==> src/rtl/mealy_ctx_arbiter_if.sv <==
// Bundle of signals between the two requesters, the Mealy output port and mealy_ctx_arbiter.
// The arbiter connects through the slave modport and the requesters/observer through master.
interface mealy_ctx_arbiter_if;
    // Handshake: a symbol transfers on a rising clk edge where x_valid && x_ready are both high.
    // A requester may raise or drop valid at any time. A dropped valid never ends a grant.
    // y_valid is a one-cycle strobe with no backpressure.
    logic       a_valid;
    logic [1:0] a_sym;
    logic       a_last;
    logic       a_ready;
    logic       b_valid;
    logic [1:0] b_sym;
    logic       b_last;
    logic       b_ready;
    logic       y_valid;
    logic       y;
    logic       y_id;
    logic       busy;
    logic       dbg_state;
    logic [1:0] dbg_work;

    modport master (
        output a_valid, a_sym, a_last, b_valid, b_sym, b_last,
        input  a_ready, b_ready, y_valid, y, y_id, busy, dbg_state, dbg_work
    );

    modport slave (
        input  a_valid, a_sym, a_last, b_valid, b_sym, b_last,
        output a_ready, b_ready, y_valid, y, y_id, busy, dbg_state, dbg_work
    );
endinterface

==> src/rtl/mealy_ctx_arbiter.sv <==
// Two-requester round-robin burst arbiter feeding a 2-bit Mealy machine with a registered output.
// Define MEALY_CTX_SAVE_EN to keep a saved Mealy context per requester across grants.
module mealy_ctx_arbiter #(
    parameter int MAX_BURST = 8
) (
    input logic                clk,
    input logic                rst_n,
    mealy_ctx_arbiter_if.slave bus
);

    typedef enum logic { IDLE = 1'b0, GRANT = 1'b1 } arb_state_t;

    localparam logic [1:0] S0 = 2'd0;
    localparam logic [1:0] S1 = 2'd1;
    localparam logic [1:0] S2 = 2'd2;
    localparam logic [1:0] S3 = 2'd3;
    localparam logic [7:0] BURST_LAST = 8'(MAX_BURST - 1);

    arb_state_t state;
    logic       gnt;
    logic       rr;
    logic [7:0] burst_cnt;
    logic [1:0] work;
    logic       y_valid_q;
    logic       y_q;
    logic       y_id_q;

`ifdef MEALY_CTX_SAVE_EN
    logic [1:0] ctx_a;
    logic [1:0] ctx_b;
`endif

    logic       acc;
    logic [1:0] acc_sym;
    logic       acc_last;
    logic       release_now;
    logic       win;
    logic [1:0] work_nxt;
    logic       y_nxt;
    logic [1:0] grant_load;

    // Ready is gated by rst_n so a symbol offered during a reset cycle is never taken.
    assign bus.a_ready = rst_n && (state == GRANT) && !gnt;
    assign bus.b_ready = rst_n && (state == GRANT) && gnt;

    assign acc         = (bus.a_valid && bus.a_ready) || (bus.b_valid && bus.b_ready);
    assign acc_sym     = gnt ? bus.b_sym  : bus.a_sym;
    assign acc_last    = gnt ? bus.b_last : bus.a_last;
    assign release_now = acc && (acc_last || (burst_cnt == BURST_LAST));
    assign win         = (bus.a_valid && bus.b_valid) ? rr : bus.b_valid;

`ifdef MEALY_CTX_SAVE_EN
    assign grant_load = win ? ctx_b : ctx_a;
`else
    assign grant_load = S0;
`endif

    always_comb begin
        work_nxt = work;
        y_nxt    = 1'b0;
        case (work)
            S0: begin
                case (acc_sym)
                    2'b11:   work_nxt = S0;
                    2'b10:   work_nxt = S2;
                    2'b01:   work_nxt = S1;
                    default: work_nxt = S0;
                endcase
            end
            S1: begin
                case (acc_sym)
                    2'b11:   work_nxt = S1;
                    2'b10:   work_nxt = S3;
                    2'b01:   work_nxt = S0;
                    default: work_nxt = S2;
                endcase
            end
            S2: begin
                y_nxt = (acc_sym == 2'b00);
                case (acc_sym)
                    2'b11:   work_nxt = S2;
                    2'b10:   work_nxt = S1;
                    2'b01:   work_nxt = S0;
                    default: work_nxt = S3;
                endcase
            end
            default: begin
                y_nxt = (acc_sym == 2'b00) || (acc_sym == 2'b10);
                case (acc_sym)
                    2'b11:   work_nxt = S0;
                    2'b10:   work_nxt = S3;
                    2'b01:   work_nxt = S0;
                    default: work_nxt = S1;
                endcase
            end
        endcase
    end

    always_ff @(posedge clk) begin
        if (!rst_n) begin
            state     <= IDLE;
            gnt       <= 1'b0;
            rr        <= 1'b0;
            burst_cnt <= 8'd0;
            work      <= S0;
            y_valid_q <= 1'b0;
            y_q       <= 1'b0;
            y_id_q    <= 1'b0;
`ifdef MEALY_CTX_SAVE_EN
            ctx_a     <= S0;
            ctx_b     <= S0;
`endif
        end else begin
            y_valid_q <= acc;
            if (acc) begin
                y_q    <= y_nxt;
                y_id_q <= gnt;
            end
            case (state)
                IDLE: begin
                    if (bus.a_valid || bus.b_valid) begin
                        state     <= GRANT;
                        gnt       <= win;
                        burst_cnt <= 8'd0;
                        work      <= grant_load;
                    end
                end
                default: begin
                    if (acc) begin
                        work      <= work_nxt;
                        burst_cnt <= burst_cnt + 8'd1;
`ifdef MEALY_CTX_SAVE_EN
                        if (gnt) ctx_b <= work_nxt;
                        else     ctx_a <= work_nxt;
`endif
                    end
                    // Releasing hands the next tie to the other requester.
                    if (release_now) begin
                        state <= IDLE;
                        rr    <= ~gnt;
                    end
                end
            endcase
        end
    end

    assign bus.y_valid   = y_valid_q;
    assign bus.y         = y_q;
    assign bus.y_id      = y_id_q;
    assign bus.busy      = (state == GRANT);
    assign bus.dbg_state = state;
    assign bus.dbg_work  = work;

endmodule

==> src/flat_wrapper.sv <==
// flat-port wrapper written by rule: the top's interface ports become plain ports
module mealy_ctx_arbiter_flat 
#(
    parameter int MAX_BURST = 8
)
  (clk, rst_n, bus_a_valid, bus_a_sym, bus_a_last, bus_b_valid, bus_b_sym, bus_b_last, bus_a_ready, bus_b_ready, bus_y_valid, bus_y, bus_y_id, bus_busy, bus_dbg_state, bus_dbg_work);
  mealy_ctx_arbiter_if bus_i ();
  input logic clk;
  input logic rst_n;
  input wire logic [$bits(bus_i.a_valid)-1:0] bus_a_valid;
  input wire logic [$bits(bus_i.a_sym)-1:0] bus_a_sym;
  input wire logic [$bits(bus_i.a_last)-1:0] bus_a_last;
  input wire logic [$bits(bus_i.b_valid)-1:0] bus_b_valid;
  input wire logic [$bits(bus_i.b_sym)-1:0] bus_b_sym;
  input wire logic [$bits(bus_i.b_last)-1:0] bus_b_last;
  output wire logic [$bits(bus_i.a_ready)-1:0] bus_a_ready;
  output wire logic [$bits(bus_i.b_ready)-1:0] bus_b_ready;
  output wire logic [$bits(bus_i.y_valid)-1:0] bus_y_valid;
  output wire logic [$bits(bus_i.y)-1:0] bus_y;
  output wire logic [$bits(bus_i.y_id)-1:0] bus_y_id;
  output wire logic [$bits(bus_i.busy)-1:0] bus_busy;
  output wire logic [$bits(bus_i.dbg_state)-1:0] bus_dbg_state;
  output wire logic [$bits(bus_i.dbg_work)-1:0] bus_dbg_work;
  assign bus_i.a_valid = bus_a_valid;
  assign bus_i.a_sym = bus_a_sym;
  assign bus_i.a_last = bus_a_last;
  assign bus_i.b_valid = bus_b_valid;
  assign bus_i.b_sym = bus_b_sym;
  assign bus_i.b_last = bus_b_last;
  assign bus_a_ready = bus_i.a_ready;
  assign bus_b_ready = bus_i.b_ready;
  assign bus_y_valid = bus_i.y_valid;
  assign bus_y = bus_i.y;
  assign bus_y_id = bus_i.y_id;
  assign bus_busy = bus_i.busy;
  assign bus_dbg_state = bus_i.dbg_state;
  assign bus_dbg_work = bus_i.dbg_work;
  mealy_ctx_arbiter #(.MAX_BURST(MAX_BURST)) u_core (.clk(clk), .rst_n(rst_n), .bus(bus_i));
endmodule
==> config.mk <==
export PLATFORM = sky130hd
export DESIGN_NAME = mealy_ctx_arbiter_flat
export DESIGN_NICKNAME = d
export VERILOG_FILES = /design/src/rtl/mealy_ctx_arbiter_if.sv /design/src/rtl/mealy_ctx_arbiter.sv /design/src/flat_wrapper.sv
export SDC_FILE = /design/constraint.sdc
export NUM_CORES = 1
export LEC_CHECK = 0
export CAP_MARGIN = 20
export CORE_ASPECT_RATIO = 0.7
export CORE_UTILIZATION = 35
export CTS_BUF_LIST = sky130_fd_sc_hd__clkbuf_2
export DETAILED_ROUTE_END_ITERATION = 16
export PLACE_DENSITY = 0.65
export SKIP_CTS_REPAIR_TIMING = 1
export SLEW_MARGIN = 20
export SYNTH_ARGS = -nofsm -noshare
export SYNTH_HDL_FRONTEND = slang
export SYNTH_SLANG_ARGS = --single-unit
export TNS_END_PERCENT = 10
==> constraint.sdc <==
create_clock -name clk -period 2.95 [get_ports clk]
set_input_delay 0.7375 -clock clk [delete_from_list [all_inputs] [get_ports clk]]
set_output_delay 0.7375 -clock clk [all_outputs]
set_load 0.05 [all_outputs]
==> flow_summary.ini <==
[status]
outcome = complete, no violations

[yosys]
syn_nets = 120
synth_area_leaders = dfxtp_1 37%, ha_1 7.1%, a21oi_1 5.7%
synth-main-ff-cell = dfxtp_1
yosysSeqAreaShare_pct = 36.57
synth_edf_count = 0
synth.most_common_cell = dfxtp_1
synth_top_cell_by_area = dfxtp_1
async_reset_ff_share_pct = 0
yosysUniqueCellTypes = 33
synth_common_cells = 16 x dfxtp_1, 11 x nor2_1, 10 x a21oi_1, 9 x nand2_1, 6 x inv_1
syn_avg_cell_area_sq_um = 8.341
netlist_instances = 105
syn_area_sq_um = 875.8
yosysTopAreaCellShare_pct = 36.57
synth-seq-cells = 16
yosysWarnings = 0

[detailed_routing]
dr.max_layer_used = met4
drt-total-wl_um = 1956
wl_met2_um = 855
drc = 0
wl_met3_um = 89
wl_met1_um = 998
drtIter0Drc = 48
routed_via_density = 5.221
ant_nets = 0
dr.pass1.iters = 4
avgRoutedWirePerCell_um = 12.70
vias = 804

[global_route]
grt_overflow_total = 0
grt_max_degree = 12
antenna_found_initial = 0
grt.total_usage_pct = 16.59
grt_pass1_wl_um = 3208
grt_pass1_vias = 701

[worst_setup_path]
slowest_stage = clkdlybuf4s50_1
cp-end-kind = output pin
cpPeakStageDelay_ns = 0.48
arrival_ns = 1.75
crit_type = in -> out
path_max_fanout = 6
path_cells = clkdlybuf4s50_1 > nand2_1 > nor2_1 > buf_12
start_kind = input pin
critical_path_required_ns = 2.21
worst_path_dominant_cell_family = buffers and inverters
path_buf_inv = 2
regToRegSetupSlack_ns = 0.96

[place]
dpl-instance-area_sq_um = 1086
gp_congestion = 0.7774
dp.cells = 151
io_buffers = 18
pre_cts_ws_ns = 0.4545
dp_hpwl_um = 1434

[floorplan]
die_width_um = 61.79
pin_count = 19
core_sq_um = 2260
fp-row-count = 14
initial_core_util_pct = 38.76
die_y_um = 43.86
die-area_sq_um = 2710

[pwr]
pwr_density_cell_nw_per_um2 = 379.6
p_leak_uw = 0.0004244
ir_worst_vdd_uv = 205.4

[layout]
nFillCells = 222
nets = 139
layout-drive-gt1-share_pct = 9.016
regArea_sq_um = 320.3
post-route-cell-area_sq_um = 1101
syn2layout_area_growth_pct = 25.71
antenna_cells = 0
final_cells = 154
multi_input_area_sq_um = 495.5

[timing]
fin_skew_ns = 0.005166
fin_ws_ns = 0.4615
timing.setup.tns_ns = 0
period_needed_ns = 2.488
hold_viol = 0
fmax_mhz = 401.8
finalMaxSlewViolations = 0
rsz0062_at_grt = false
post-route-period-util_pct = 84.36
final-setup-viol-count = 0
worstMarginPinSlew_ns = 0.5090
relSlewSlack_pct = 65.96

[clocking]
clk-insertion-delay-late_ns = 0.30
numCtsBuffers = 3
cts_tree = yes
max-clock-path-buffers = 2
clock_sinks = 16
htreeDepth = 1
cts_root_buffer = clkbuf_2
clk_pin_slew_ns = 0.14

[min_path]
min_path_type = reg -> reg

[run]
cap_violations = 0
[worst paths after layout]
path / cells after the start / to / startpoint
setup / recovery: 4 / bus_a_ready / rst_n
hold / removal: 2 / u_core.rr / u_core.rr
setup reg to reg: 7 / u_core.bus.dbg_work[0] / u_core.gnt
hold reg to reg: 2 / u_core.rr / u_core.rr
[per-layer routing]
layer  GRT usage (%)  vias up
met2           24.73       18
met5               0        -
met3           6.269        2
met4           4.000        0
met1           22.67      374
li1                -      410
[layout make-up]
type                            count  share of cell area [%]
Multi-Input combinational cell     78                   45.00
Sequential cell                    16                   29.09
Timing Repair Buffer               19                   18.86
Tap cell                           32                   3.636
Inverter                            6                   2.045
Clock buffer                        3                   1.364
[sequential cells by signal (all words and copies together) (netlist names)]
name / flops
u_core.bus.busy: 1
u_core.bus.y: 1
u_core.bus.y_valid: 1
u_core.bus.dbg_work: 2
u_core.gnt: 1
u_core.bus.y_id: 1
u_core.rr: 1
u_core.burst_cnt: 8
[where the power goes]
group	leakage [uW]	internal, uW	switching [uW]
sequential	0.000130	221	8.52
clock	0.0000125	27.7	69.5
combinational	0.000282	39.0	51.9
[cells by family (layout without fill, tap and decap cells)]
| kind of cell | Yosys count | in the layout | share of synthesized area, % |
|---|---|---|---|
| DFF | 16 | 16 | 36.57 |
| and+or+nand+nor | 37 | 37 | 19.86 |
| adders and majority gates | 5 | 5 | 7.143 |
| muxes | 7 | 7 | 8.714 |
| buffers and inverters | 11 | 28 | 6.856 |
| AOI/OAI and AO/OA | 29 | 29 | 20.86 |
[worst reg2reg max path: stages, from the launching register on]
cell	delay, ns
dfxtp_1	0.58
mux2i_1	0.50
inv_1	0.12
ha_1	0.21
nor2_1	0.08
a211oi_1	0.05
a21o_1	0.17
a32o_1	0.19
[placed cells by master, fill, tap and decap left out, types with 2 or more instances in the layout]
cell	instances
or3_1	3
a211oi_1	2
dfxtp_1	16
a21o_1	2
buf_12	2
ha_1	5
nor3_1	4
clkdlybuf4s50_1	16
o211ai_1	3
mux2i_1	4
clkbuf_2	3
inv_1	6
nand2_1	9
a21oi_1	10
o21ai_0	5
nand3_1	3
a22oi_1	2
mux2_2	2
nor2_1	11
[metrics by stage]
step | utilization, % | hold WS, ns | total power [uW]
6_report | 48.73 | 0.4871 | 417.9
4_1_cts | 48.73 | 0.4931 | 423.0
5_1_grt | 48.73 | 0.5295 | 440.0
2_1_floorplan | - | 0.4386 | 293.8
3_3_place_gp | 48.06 | 0.4519 | 323.2
3_5_place_dp | 48.06 | 0.4736 | 325.2
Note: power is estimated with default switching activity, not from simulation.
